[config.mk]
export PLATFORM = sky130hd
export DESIGN_NAME = lcd_timing_ctrl
export DESIGN_NICKNAME = d
export VERILOG_FILES = /design/src/rtl/lcd_timing_ctrl.sv
export SDC_FILE = /design/constraint.sdc
export NUM_CORES = 1
export LEC_CHECK = 0
export ABC_AREA = 1
export BUFFER_PORTS_ARGS = -buffer_cell sky130_fd_sc_hd__buf_2
export CORE_MARGIN = 4
export CORE_UTILIZATION = 57
export DETAILED_ROUTE_END_ITERATION = 10
export GPL_TIMING_DRIVEN = 1
export PLACE_DENSITY_LB_ADDON = 0.2
export SETUP_SLACK_MARGIN = 0.15
export SYNTH_ARGS = -nofsm -noshare
export SYNTH_HDL_FRONTEND = slang
export SYNTH_SLANG_ARGS = --single-unit
export TNS_END_PERCENT = 5
[constraint.sdc]
create_clock -name csi_clk -period 6.2 [get_ports csi_clk]
set_clock_uncertainty 0.2 [all_clocks]
set_input_delay 1.24 -clock csi_clk [delete_from_list [all_inputs] [get_ports csi_clk]]
set_output_delay 1.24 -clock csi_clk [all_outputs]
set_load 0.03 [all_outputs]
[src/rtl/lcd_timing_ctrl.sv]
// rtl/lcd_timing_ctrl.sv - LCD panel timing generator with pixel prefetch and Avalon CSR
module lcd_timing_ctrl #(
    parameter int H_SYNC   = 1,
    parameter int H_BP     = 45,
    parameter int H_ACTIVE = 800,
    parameter int H_FP     = 210,
    parameter int V_SYNC   = 1,
    parameter int V_BP     = 22,
    parameter int V_ACTIVE = 480,
    parameter int V_FP     = 22
) (
    input  logic        csi_clk,
    input  logic        csi_reset_n,
    input  logic        avs_chipselect,
    input  logic [1:0]  avs_address,
    input  logic        avs_read,
    output logic [31:0] avs_readdata,
    input  logic        avs_write,
    input  logic [31:0] avs_writedata,
    input  logic [31:0] coe_iPIXEL_DATA,
    output logic        coe_oREAD_EN,
    output logic        coe_oRST_n,
    output logic        coe_oLCD_DCLK,
    output logic        coe_oHSYNC_N,
    output logic        coe_oVSYNC_N,
    output logic        coe_oDE,
    output logic [7:0]  coe_oR,
    output logic [7:0]  coe_oG,
    output logic [7:0]  coe_oB
);

    localparam int H_TOTAL = H_SYNC + H_BP + H_ACTIVE + H_FP;
    localparam int V_TOTAL = V_SYNC + V_BP + V_ACTIVE + V_FP;
    localparam int HW      = $clog2(H_TOTAL);
    localparam int VW      = $clog2(V_TOTAL);

    localparam logic [HW-1:0] H_LAST     = HW'(H_TOTAL - 1);
    localparam logic [HW-1:0] H_SYNC_END = HW'(H_SYNC);
    localparam logic [HW-1:0] H_ACT_BEG  = HW'(H_SYNC + H_BP);
    localparam logic [HW-1:0] H_ACT_END  = HW'(H_SYNC + H_BP + H_ACTIVE - 1);
    // Prefetch window: one pixel ahead of the active window
    localparam logic [HW-1:0] H_PRE_BEG  = HW'(H_SYNC + H_BP - 1);
    localparam logic [HW-1:0] H_PRE_END  = HW'(H_SYNC + H_BP + H_ACTIVE - 2);
    localparam logic [VW-1:0] V_LAST     = VW'(V_TOTAL - 1);
    localparam logic [VW-1:0] V_SYNC_END = VW'(V_SYNC);
    localparam logic [VW-1:0] V_ACT_BEG  = VW'(V_SYNC + V_BP);
    localparam logic [VW-1:0] V_ACT_END  = VW'(V_SYNC + V_BP + V_ACTIVE - 1);

    logic          en_q, en_d;
    logic          phase_q, phase_d;
    logic [HW-1:0] h_cnt_q, h_cnt_d;
    logic [VW-1:0] v_cnt_q, v_cnt_d;
    logic [15:0]   frame_cnt_q, frame_cnt_d;
    logic          hsync_n_q, hsync_n_d;
    logic          vsync_n_q, vsync_n_d;
    logic          de_q, de_d;
    logic          read_en_q, read_en_d;
    logic          rst_n_q, rst_n_d;
    logic [23:0]   rgb_q, rgb_d;
    logic [31:0]   readdata_q, readdata_d;

    logic clr_frames, run, boundary, h_wrap, v_wrap;
    logic h_act, v_act, h_pre, vblank;

    // Bits of the bus that carry no meaning here
    logic unused_bits;
    assign unused_bits = ^{coe_iPIXEL_DATA[7:0], avs_writedata[31:1]};

    // CSR writes, pixel-clock phase and raster counters
    always_comb begin
        en_d       = en_q;
        clr_frames = 1'b0;
        if (avs_chipselect && avs_write) begin
            case (avs_address)
                2'd0:    en_d = avs_writedata[0];
                2'd2:    clr_frames = 1'b1;
                default: ;
            endcase
        end
        // Counting only continues while enabled both before and after this edge,
        // so an enable edge starts a full two-cycle pixel period at h = v = 0.
        run      = en_q && en_d;
        boundary = run && phase_q;
        phase_d  = run ? ~phase_q : 1'b0;
        h_wrap   = boundary && (h_cnt_q == H_LAST);
        v_wrap   = h_wrap && (v_cnt_q == V_LAST);

        h_cnt_d = h_cnt_q;
        v_cnt_d = v_cnt_q;
        if (!en_d) begin
            h_cnt_d = '0;
            v_cnt_d = '0;
        end else if (boundary) begin
            h_cnt_d = h_wrap ? '0 : h_cnt_q + HW'(1);
            if (h_wrap) begin
                v_cnt_d = v_wrap ? '0 : v_cnt_q + VW'(1);
            end
        end

        // A clear on the same edge as a frame wrap leaves the counter at zero
        if (clr_frames) begin
            frame_cnt_d = '0;
        end else if (v_wrap) begin
            frame_cnt_d = frame_cnt_q + 16'd1;
        end else begin
            frame_cnt_d = frame_cnt_q;
        end
    end

    // Panel outputs decoded from the counter values that hold after this edge
    always_comb begin
        h_act = (h_cnt_d >= H_ACT_BEG) && (h_cnt_d <= H_ACT_END);
        v_act = (v_cnt_d >= V_ACT_BEG) && (v_cnt_d <= V_ACT_END);
        h_pre = (h_cnt_d >= H_PRE_BEG) && (h_cnt_d <= H_PRE_END);

        hsync_n_d = !(en_d && (h_cnt_d < H_SYNC_END));
        vsync_n_d = !(en_d && (v_cnt_d < V_SYNC_END));
        de_d      = en_d && h_act && v_act;
        read_en_d = en_d && h_pre && v_act;
        rst_n_d   = en_d && !((h_cnt_d == '0) && (v_cnt_d == '0));

        // Pixel fetched during a prefetch period is latched as that period ends
        if (!de_d) begin
            rgb_d = '0;
        end else if (boundary && read_en_q) begin
            rgb_d = coe_iPIXEL_DATA[31:8];
        end else begin
            rgb_d = rgb_q;
        end
    end

    // CSR read mux, registered for a fixed one-cycle read latency
    always_comb begin
        vblank     = !((v_cnt_q >= V_ACT_BEG) && (v_cnt_q <= V_ACT_END));
        readdata_d = readdata_q;
        if (avs_chipselect && avs_read) begin
            case (avs_address)
                2'd0:    readdata_d = {31'd0, en_q};
                2'd1:    readdata_d = {vblank, 15'd0, frame_cnt_q};
                default: readdata_d = '0;
            endcase
        end
    end

    // State and output registers
    always_ff @(posedge csi_clk or negedge csi_reset_n) begin
        if (!csi_reset_n) begin
            en_q        <= 1'b0;
            phase_q     <= 1'b0;
            h_cnt_q     <= '0;
            v_cnt_q     <= '0;
            frame_cnt_q <= '0;
            hsync_n_q   <= 1'b1;
            vsync_n_q   <= 1'b1;
            de_q        <= 1'b0;
            read_en_q   <= 1'b0;
            rst_n_q     <= 1'b0;
            rgb_q       <= '0;
            readdata_q  <= '0;
        end else begin
            en_q        <= en_d;
            phase_q     <= phase_d;
            h_cnt_q     <= h_cnt_d;
            v_cnt_q     <= v_cnt_d;
            frame_cnt_q <= frame_cnt_d;
            hsync_n_q   <= hsync_n_d;
            vsync_n_q   <= vsync_n_d;
            de_q        <= de_d;
            read_en_q   <= read_en_d;
            rst_n_q     <= rst_n_d;
            rgb_q       <= rgb_d;
            readdata_q  <= readdata_d;
        end
    end

    assign avs_readdata  = readdata_q;
    assign coe_oLCD_DCLK = phase_q;
    assign coe_oHSYNC_N  = hsync_n_q;
    assign coe_oVSYNC_N  = vsync_n_q;
    assign coe_oDE       = de_q;
    assign coe_oREAD_EN  = read_en_q;
    assign coe_oRST_n    = rst_n_q;
    assign coe_oR        = rgb_q[23:16];
    assign coe_oG        = rgb_q[15:8];
    assign coe_oB        = rgb_q[7:0];

endmodule

Word level (Yosys, flattened, before mapping) --
Cells that the tools add are included.
Cells by class: $lt $le $gt $ge 10, reduce and logical (&&, ||, !) cells 27, multiplexer cells 17, equality and inequality tests 5, shift-type cells 0, div/mod/pow operators 0, bitwise gates (word level) 1, multiply operators 0, add/subtract/negate cells 3
Operators with widths (number):
- 32-bit case mux with 2 select lines | 1
- 24-bit 2-to-1 mux | 2
- 10-bit 2-to-1 mux | 4
- 11-bit 2-to-1 mux | 3
- 16-bit 2-to-1 mux | 2
- 11-bit by 6-bit greater-or-equal comparator with 1-bit output (second input constant) | 2
- 11-bit by 10-bit <= comparator with 1-bit output (second input constant) | 2
- 10-bit by 5-bit greater-or-equal comparator with 1-bit output (second input constant) | 2
- 10-bit by 9-bit <= comparator with 1-bit output (second input constant) | 2
- 1-bit logical AND | 19
- 16-bit by 1-bit adder with 16-bit output (second input constant) | 1
- 11-bit by 1-bit adder with 11-bit output (second input constant) | 1
- 11-bit == test (second input constant) | 1
- 11-bit logical NOT | 1
- 11-bit by 1-bit less-than comparator with 1-bit output (second input constant) | 1
- 10-bit by 1-bit adder with 10-bit output (second input constant) | 1
- 10-bit == test (second input constant) | 1
- 10-bit logical NOT | 1
- 10-bit by 1-bit less-than comparator with 1-bit output (second input constant) | 1
- 1-bit 2-to-1 mux | 5
- 1-bit logical NOT | 4
- 2-bit by 1-bit == test with 1-bit output (second input constant) | 1
- 2-bit == test (second input constant) | 1
- 2-bit logical NOT | 1
- other kinds (3) | 3
Storage, ports and cells: bits in read-only memories 0, bits in latches 0, flip-flop bits (word level) 100, output and inout bits 62, logic and storage cells 75, bits in writable memories 0, memories 0

Longest topological paths before layout --
Gate-level depths: netlist of run 1.
depth after elaboration 15, mapped depth 20, mapped depth without buffers 18

Least setup slack after synthesis of run 1 --
OpenSTA, ideal clock, no wires.
path type input port to flip-flop, from input avs_chipselect, to register rgb_q[10], library setup time 0.121 ns, arrival 2.788 ns, path buffers 2, setup slack 3.092 ns, stages on the path 20, required time 5.879 ns, path through nand2_1 > inv_1 > nand3_2 > nand3_4 > inv_2 > buf_6 > nand2_1 > nand2_1 > inv_1 > nand2_1 > nand2_1 > inv_1 > o21ai_0 > nor2_1 > nand2_1 > inv_1 > nor2_4 > nand2_4 > buf_6 > nor2_2
On the way: cells in the longest elaborated chain, start to end 14, elaborated cells on any way between the ends 24, those cells by class order compare: 4; eq/ne: 1; mux: 9; reduce/logical: 10
Ends and longest elaborated chain:
- from (decl) | line 14 | input logic avs_chipselect,
- 1-bit logical AND * | line 73 | if (avs_chipselect && avs_write) begin
- 1-bit 2-to-1 mux * | line 73
- 1-bit logical AND | line 82 | run = en_q && en_d;
- 1-bit logical AND | line 83 | boundary = run && phase_q;
- 1-bit logical AND | line 85 | h_wrap = boundary && (h_cnt_q == H_LAST);
- 1-bit logical AND | line 86 | v_wrap = h_wrap && (v_cnt_q == V_LAST);
- 10-bit 2-to-1 mux | line 96 | v_cnt_d = v_wrap ? '0 : v_cnt_q + VW'(1);
- 10-bit 2-to-1 mux | line 95 | if (h_wrap) begin
- 10-bit 2-to-1 mux | line 93 | end else if (boundary) begin
- 10-bit 2-to-1 mux | line 90 | if (!en_d) begin
- 10-bit by 5-bit greater-or-equal comparator with 1-bit output or 10-bit by 9-bit <= comparator with 1-bit output (tied branches) | line 113 | v_act = (v_cnt_d >= V_ACT_BEG) && (v_cnt_d <= V_ACT_END);
- 1-bit logical AND | line 113
- 1-bit logical AND | line 118 | de_d = en_d && h_act && v_act;
- 2-bit by 1-bit != test with 1-bit output (no source line) or 24-bit 2-to-1 mux (tied branches)
- to (signal assigned) | line 171 | rgb_q <= rgb_d;
- to (decl) | line 59 | logic [23:0] rgb_q, rgb_d;
Every way passes the cells marked *; elsewhere a longest branch is shown, timed or not. A chain may end at the register's enable or synchronous reset.

Final worst setup path of run 1 --
from input avs_chipselect, to register de_q (netlist: coe_oDE)
On the way: cells in the longest elaborated chain, start to end 13, elaborated cells on any way between the ends 21, those cells by class order compare: 4; mux: 8; reduce/logical: 9
Ends and longest elaborated chain:
- 1-bit logical AND * | line 73
- 1-bit 2-to-1 mux * | line 73
- 1-bit logical AND | line 82
- 1-bit logical AND | line 83
- 1-bit logical AND | line 85
- 1-bit logical AND | line 86
- 10-bit 2-to-1 mux | line 96
- 10-bit 2-to-1 mux | line 95
- 10-bit 2-to-1 mux | line 93
- 10-bit 2-to-1 mux | line 90
- 10-bit by 5-bit greater-or-equal comparator with 1-bit output or 10-bit by 9-bit <= comparator with 1-bit output (tied branches) | line 113
- 1-bit logical AND | line 113
- 1-bit logical AND * | line 118
- net de_d | line 56 | logic de_q, de_d;
- to (signal assigned) | line 155 | de_q <= 1'b0;
- to (signal assigned) | line 168 | de_q <= de_d;
- to (decl) | line 56
Mark *: on every way through the listed nets, which the timed path passes. The rest lies on a longest branch.

==> results.toml, run 1 <==
[worst_setup_path]
worst_ep_arrival_time_ps = 3560
crit_required_ps = 6220
critPathTopFamily = "simple AND/OR/NAND/NOR gates"
cp_cell_sequence = "buf_2 > nand2_1 > nor3_1 > o21ai_2 > inv_2 > nand3_1 > nand2_1 > inv_1 > o21ai_0 > nor2_1 > nand2_1 > inv_1 > nor2_4 > nand2_4 > inv_1"
critPathSlowestCell = "o21ai_2"
cp-start-kind = "input pin"
crit_start = "avs_chipselect"
r2r-start = "h_cnt_q[0]"
cp_num_cells = 15
crit_buf_inv = 5
path_class = "input pin to flop"
worst-path-max-fanout = 25
rr_worst_depth = 15
crit_path_end_kind = "flop"
reg2reg_slack_ps = 3200
cp_slowest_stage_delay_ps = 440

[drt]
drc = 0
wl_per_cell_um = 13.5
vias = 4007
final_antenna_net_count = 0
drt-initial-drc-count = 206
via_per_inst = 5.21
drt_wl_total_um = 10400
dr.pass1.iters = 5

[clock_tree]
cts_max_path_buffers = 2
cts_resized = 0
clock_sinks = 85
clk_pin_slew_worst_paths_ps = 80
cts.htree.levels = 3
root_buffer = "clkbuf_8"
cts_tree = "built"
cts_buffers = 9
postCtsHoldBufs = 0
cts_setup_buffers = 0
clk_latency_ps = 350

[die]
io_pins = 133
die-height_um = 98.6
rows = 32
coreArea_um2 = 7850
die-area_um2 = 9720
start_util_pct = 59.6
die_x_um = 98.6

[global_route]
overflow = 0
grt_util_all_layers_pct = 22.3
grt_antenna_before_repair = 0
grt_max_degree = 86
grt_pass1_vias = 3797
grt_busiest_layer = "met2"
met1_usage_pct = 29.7
grt_pass1_wl_um = 17900
met3_usage_pct = 5.17
grt_util_met2_pct = 36.9

[sta]
max_freq_mhz = 283
layout_min_cycle_time_ps = 3530
setup_viol_count_final = 0
rsz0062_at_grt = "false"
maxSlewHeadroom_pct = 31.2
hold_violations = 0
tightest_slew_ps = 1030
finalSetupTns_ps = 0
timing.final.crit_share_pct = 57.0
final_max_slew_viol_count = 0

[synth]
synth_seq_cells = 85
avgSynthCellArea_um2 = 8.02
synth_top_flop_cell = "dfrtp_1"
ys_seq_area_share_pct = 45.5
synth_cells = 583
ys_warn_count = 0
synth_edf_count = 0
syn_area_um2 = 4680
synth.distinct_cells = 38
ys_async_sr_fraction_pct = 100

[worst_hold_path]
worst_hold_path_type = "flop to flop"
min_from = "avs_readdata[15]"
whs_path_depth = 2

[finish]
nNetsFinal = 738
num_antenna_cells = 0
layout-drive-gt1-share_pct = 19.9
area_growth_pct = 12.4

[place]
dp_hpwl_um = 7760
portBuffers = 78
place_congestion = 0.920

[power]
p_leak_nw = 2.76
peakVddDrop_mv = 0.197
power.total_mw = 1.40
power_density_nw_per_um2 = 266

[outcome]
outcome = "finished, final reports clean"

[run]
cap_viol_max_count = 0
-- stage by stage --
| step | util [%] | hold WS [ps] | std cells | worst slack (ps) | instance area (um^2) |
|---|---|---|---|---|---|
| after floorplan | - | 264 | 597 | 3090 | 4730 |
| after global placement | 64.6 | 259 | 753 | 2280 | 5070 |
| after detailed placement | 64.6 | 267 | 753 | 2320 | 5070 |
| after CTS | 67.0 | 289 | 769 | 2690 | 5260 |
| after global routing | 67.0 | 323 | 769 | 2420 | 5260 |
| final | 67.0 | 285 | 769 | 2670 | 5260 |
-- logic make-up (layout without fill, tap and decap cells) --
family,after synthesis,after routing,synth area share (%)
AOI/OAI and AO/OA,59,59,7.17
xor gates and xnor gates,3,3,0.562
adders and majority gates,5,5,1.34
buffers and inverters,114,184,11.2
DFF,85,85,45.5
muxes,24,24,5.14
other,1,15,0.0802
and+or+nand+nor,292,292,28.9
-- where the power goes --
part           leakage [nW]  internal (mW)  total [mW]  switching [mW]
clock                0.0939          0.188       0.394           0.206
sequential             1.16          0.602       0.646          0.0435
combinational          1.51          0.103       0.358           0.255
-- final timing paths --
path                               endpoint
setup / recovery                    coe_oDE
hold / removal             avs_readdata[15]
setup reg to reg                   rgb_q[4]
hold reg to reg            avs_readdata[15]
max in group asynchronous         rgb_q[22]
min in group asynchronous   avs_readdata[9]
-- worst min-delay path: cells and delay by family, from the launching register on --
family           cells  cell delay [ps]
and+or+nand+nor      2              100
DFF                  1              350
-- synth_stat cells, types with 3 or more instances --
master / instances / area share [%]
nand2_1: 137 / 11
inv_1: 86 / 6.9
dfrtp_1: 83 / 44
nor2_1: 59 / 4.7
nand3_1: 35 / 3.7
o21ai_0: 33 / 3.5
mux2i_1: 24 / 5.1
nor2_2: 16 / 2.1
buf_4: 15 / 2.4
nor3_1: 13 / 1.4
a21oi_1: 9 / 0.96
nand4_1: 9 / 1.2
nand3_2: 7 / 1.5
buf_6: 5 / 1.2
ha_1: 5 / 1.3
nor2_4: 4 / 0.96
nor4_1: 4 / 0.53
a211oi_1: 3 / 0.48
buf_2: 3 / 0.32
inv_2: 3 / 0.24
o21ai_1: 3 / 0.32
xor2_1: 3 / 0.56
-- final cells by class --
type / count / area (um^2)
repair buffers: 79 / 400
flip-flops and latches: 85 / 2130
multi-input cells: 398 / 2070
clock inverters: 5 / 60.1
inverters: 89 / 334
fillers: 691 / 2590
clock buffers: 11 / 131
well taps: 102 / 128
-- per-layer routing --
| metal | vias up | wire length, um |
|---|---|---|
| met2 | 128 | 4980 |
| li1 | 1979 | - |
| met5 | - | 0 |
| met3 | 12 | 672 |
| met4 | 0 | 170 |
| met1 | 1888 | 4600 |
-- cells in the final DEF, fill, tap and decap left out, types with 3 or more instances in the layout --
cell type,Yosys,layout
a211oi_1,3,3
a21oi_1,9,9
buf_2,3,77
clkbuf_8,0,9
conb_1,1,15
dfrtp_1,83,83
ha_1,5,5
inv_1,86,86
inv_2,3,3
mux2i_1,24,24
nand2_1,137,137
nand3_1,35,35
nand3_2,7,7
nand4_1,9,9
nor2_1,59,59
nor2_2,16,16
nor2_4,4,4
nor3_1,13,13
nor4_1,4,4
o21ai_0,33,33
o21ai_1,3,3
xor2_1,3,3
-- sequential cells by signal, indices dropped and copies added, names as in the netlist --
name and cells:
coe_oLCD_DCLK 1, v_cnt_q 10, frame_cnt_q 16, coe_oREAD_EN 1, en_q 1, rgb_q 24
coe_oRST_n 1, coe_oVSYNC_N 1, coe_oDE 1, h_cnt_q 11, avs_readdata 17, coe_oHSYNC_N 1
Power figures use the tool's default switching activity.
==> inputs of run 2 (changes only) <==
Settings changed: CORE_UTILIZATION 57 to 47.
Clock period 6.2 ns to 3.1 ns, I/O delays scaled along.
==> results.toml, run 2 (synthesis results as in run 1) <==
[outcome]
outcome = "finished, final reports clean"

[finish]
area_growth_pct = 16.5
layout-drive-gt1-share_pct = 21.9
largest_reg_flops = 24
nNetsFinal = 750
fillCellCount = 931
multi_input_area_um2 = 2110
mostFrequentLayoutCells = "nand2_1 (137), inv_1 (86), dfrtp_1 (81)"
top_register = "rgb_q"
num_antenna_cells = 0
layout_commonest_cell = "nand2_1"
regArea_um2 = 2130

[die]
start_util_pct = 48.1
rows = 36
die-height_um = 108
die-area_um2 = 11600
io_pins = 133
coreArea_um2 = 9730
die_x_um = 108

[drt]
drt_wl_total_um = 10700
vias = 4015
dr.pass1.iters = 5
wl_per_cell_um = 13.2
final_antenna_net_count = 0
drt-initial-drc-count = 225
drc = 0
via_per_inst = 4.94

[power]
p_leak_nw = 2.82
pwr-share-clk_pct = 29.5
power_density_nw_per_um2 = 538
netSwitchingFraction_pct = 35.0
p_switching_mw = 1.02
p_seq_share_pct = 44.4
peakVddDrop_mv = 0.281
combPwrFrac_pct = 26.1
p_int_mw = 1.90

[worst_setup_path]
crit_path_end_kind = "flop"
worst_ep_arrival_time_ps = 2750
r2r-end = "rgb_q[19]"
r2r-start = "h_cnt_q[0]"
worst-path-max-fanout = 25
cp-start-kind = "flop"
crit_required_ps = 3190
rr_worst_depth = 15
path_class = "flop to flop"
reg2reg_slack_ps = 440

[place]
portBuffers = 78
place_congestion = 0.928
dp_hpwl_um = 7900
pre_cts_slack_ps = 122

[worst_hold_path]
worst_hold_path_type = "input pin to asynchronous set/reset pin"

[run]
cap_viol_max_count = 0

[sta]
max_freq_mhz = 375
hold_violations = 0
timing.final.crit_share_pct = 86.0
maxSlewHeadroom_pct = 58.9
layout_setup_ws_ps = 435
layout_min_cycle_time_ps = 2660
tightest_slew_ps = 617
rsz0062_at_grt = "false"
finalSetupTns_ps = 0
setup_viol_count_final = 0
final_max_slew_viol_count = 0

[clock_tree]
clk_pin_slew_worst_paths_ps = 90
cts_max_path_buffers = 2
root_buffer = "clkbuf_8"
clk_latency_ps = 360
postCtsHoldBufs = 0
clock_sinks = 85
cts_setup_buffers = 0
cts.htree.levels = 3
cts_buffers = 9
cts_tree = "built"

[global_route]
grt_pass1_vias = 3808
grt_antenna_before_repair = 0
grt_util_all_layers_pct = 19.0
overflow = 0
grt_pass1_wl_um = 17600
grt_max_degree = 47
==> run 2: cell count changes in the layout (fill, tap and decap cells not counted), sizes merged <==
cell    before  now
nor2        79   80
buf         79   90
clkbuf      11   10
bufinv       1    2
==> run 2: power by group through the flow <==
stage          Sequential [mW]  Clock (mW)  Combinational (mW)
2_1_floorplan             1.36           0               0.497
3_3_place_gp              1.31           0               0.733
3_5_place_dp              1.31           0               0.747
4_1_cts                   1.29       0.888               0.750
5_1_grt                   1.31       0.936               0.853
6_report                  1.30       0.865               0.763
==> run 2: critical path, cell delays in order (launching register included) <==
cell and delay, ps:
dfrtp_2 450, ha_4 200, nand2_2 90, nor2_4 160, nand3_2 180, inv_1 160, nand2_2 120, nand2_1 80
nand2_1 80, inv_1 60, nand4_1 70, nand2_1 110, a21oi_1 100, nor2_4 220, nand2_8 160, nor2_1 140
==> run 2: area by class of cell <==
class	count	area share (%)
Clock buffer	10	2.34
Clock inverter	6	1.58
Inverter	89	6.13
Multi-Input combinational cell	399	38.7
Sequential cell	85	39.1
Tap cell	133	3.05
Timing Repair Buffer	90	9.09
==> run 2: how the worst max path moves through the flow <==
stage / slack [ps] / startpoint / cells past startpoint / end
floorplan: 610 / avs_chipselect / 20 / rgb_q[10]
global placement: 160 / avs_chipselect / 14 / rgb_q[18]
detailed placement: 120 / avs_chipselect / 15 / rgb_q[19]
CTS: 200 / h_cnt_q[0] / 15 / rgb_q[19]
global route: 170 / h_cnt_q[0] / 15 / rgb_q[19]
finish: 440 / h_cnt_q[0] / 15 / rgb_q[19]
==> run 2: timing repair <==
action	in CTS	in global routing
setup endpoints to repair	0	28
resized for setup	0	6
endpoints found under the hold margin	0	0
==> run 2: through the flow <==
step | util [%] | power, mW | hold WS, ps | area, um^2 | instances
global placement | 53.4 | 2.04 | 261 | 5200 | 795
global route | 56.0 | 3.10 | 116 | 5450 | 812
detailed placement | 53.4 | 2.06 | 268 | 5200 | 795
finish | 56.0 | 2.93 | 58.9 | 5450 | 812
floorplan | - | 1.85 | 124 | 4730 | 597
CTS | 55.6 | 2.93 | 77.6 | 5410 | 811
==> run 2: routing by layer <==
layer	part of all wire [%]	wire, um	vias to the layer above	GRT usage, %
li1	-	-	2010	-
met1	45	4820	1886	24.9
met2	48	5190	100	31.3
met3	4.6	495	19	3.00
met4	2.2	241	0	8.12
met5	0	0	-	0
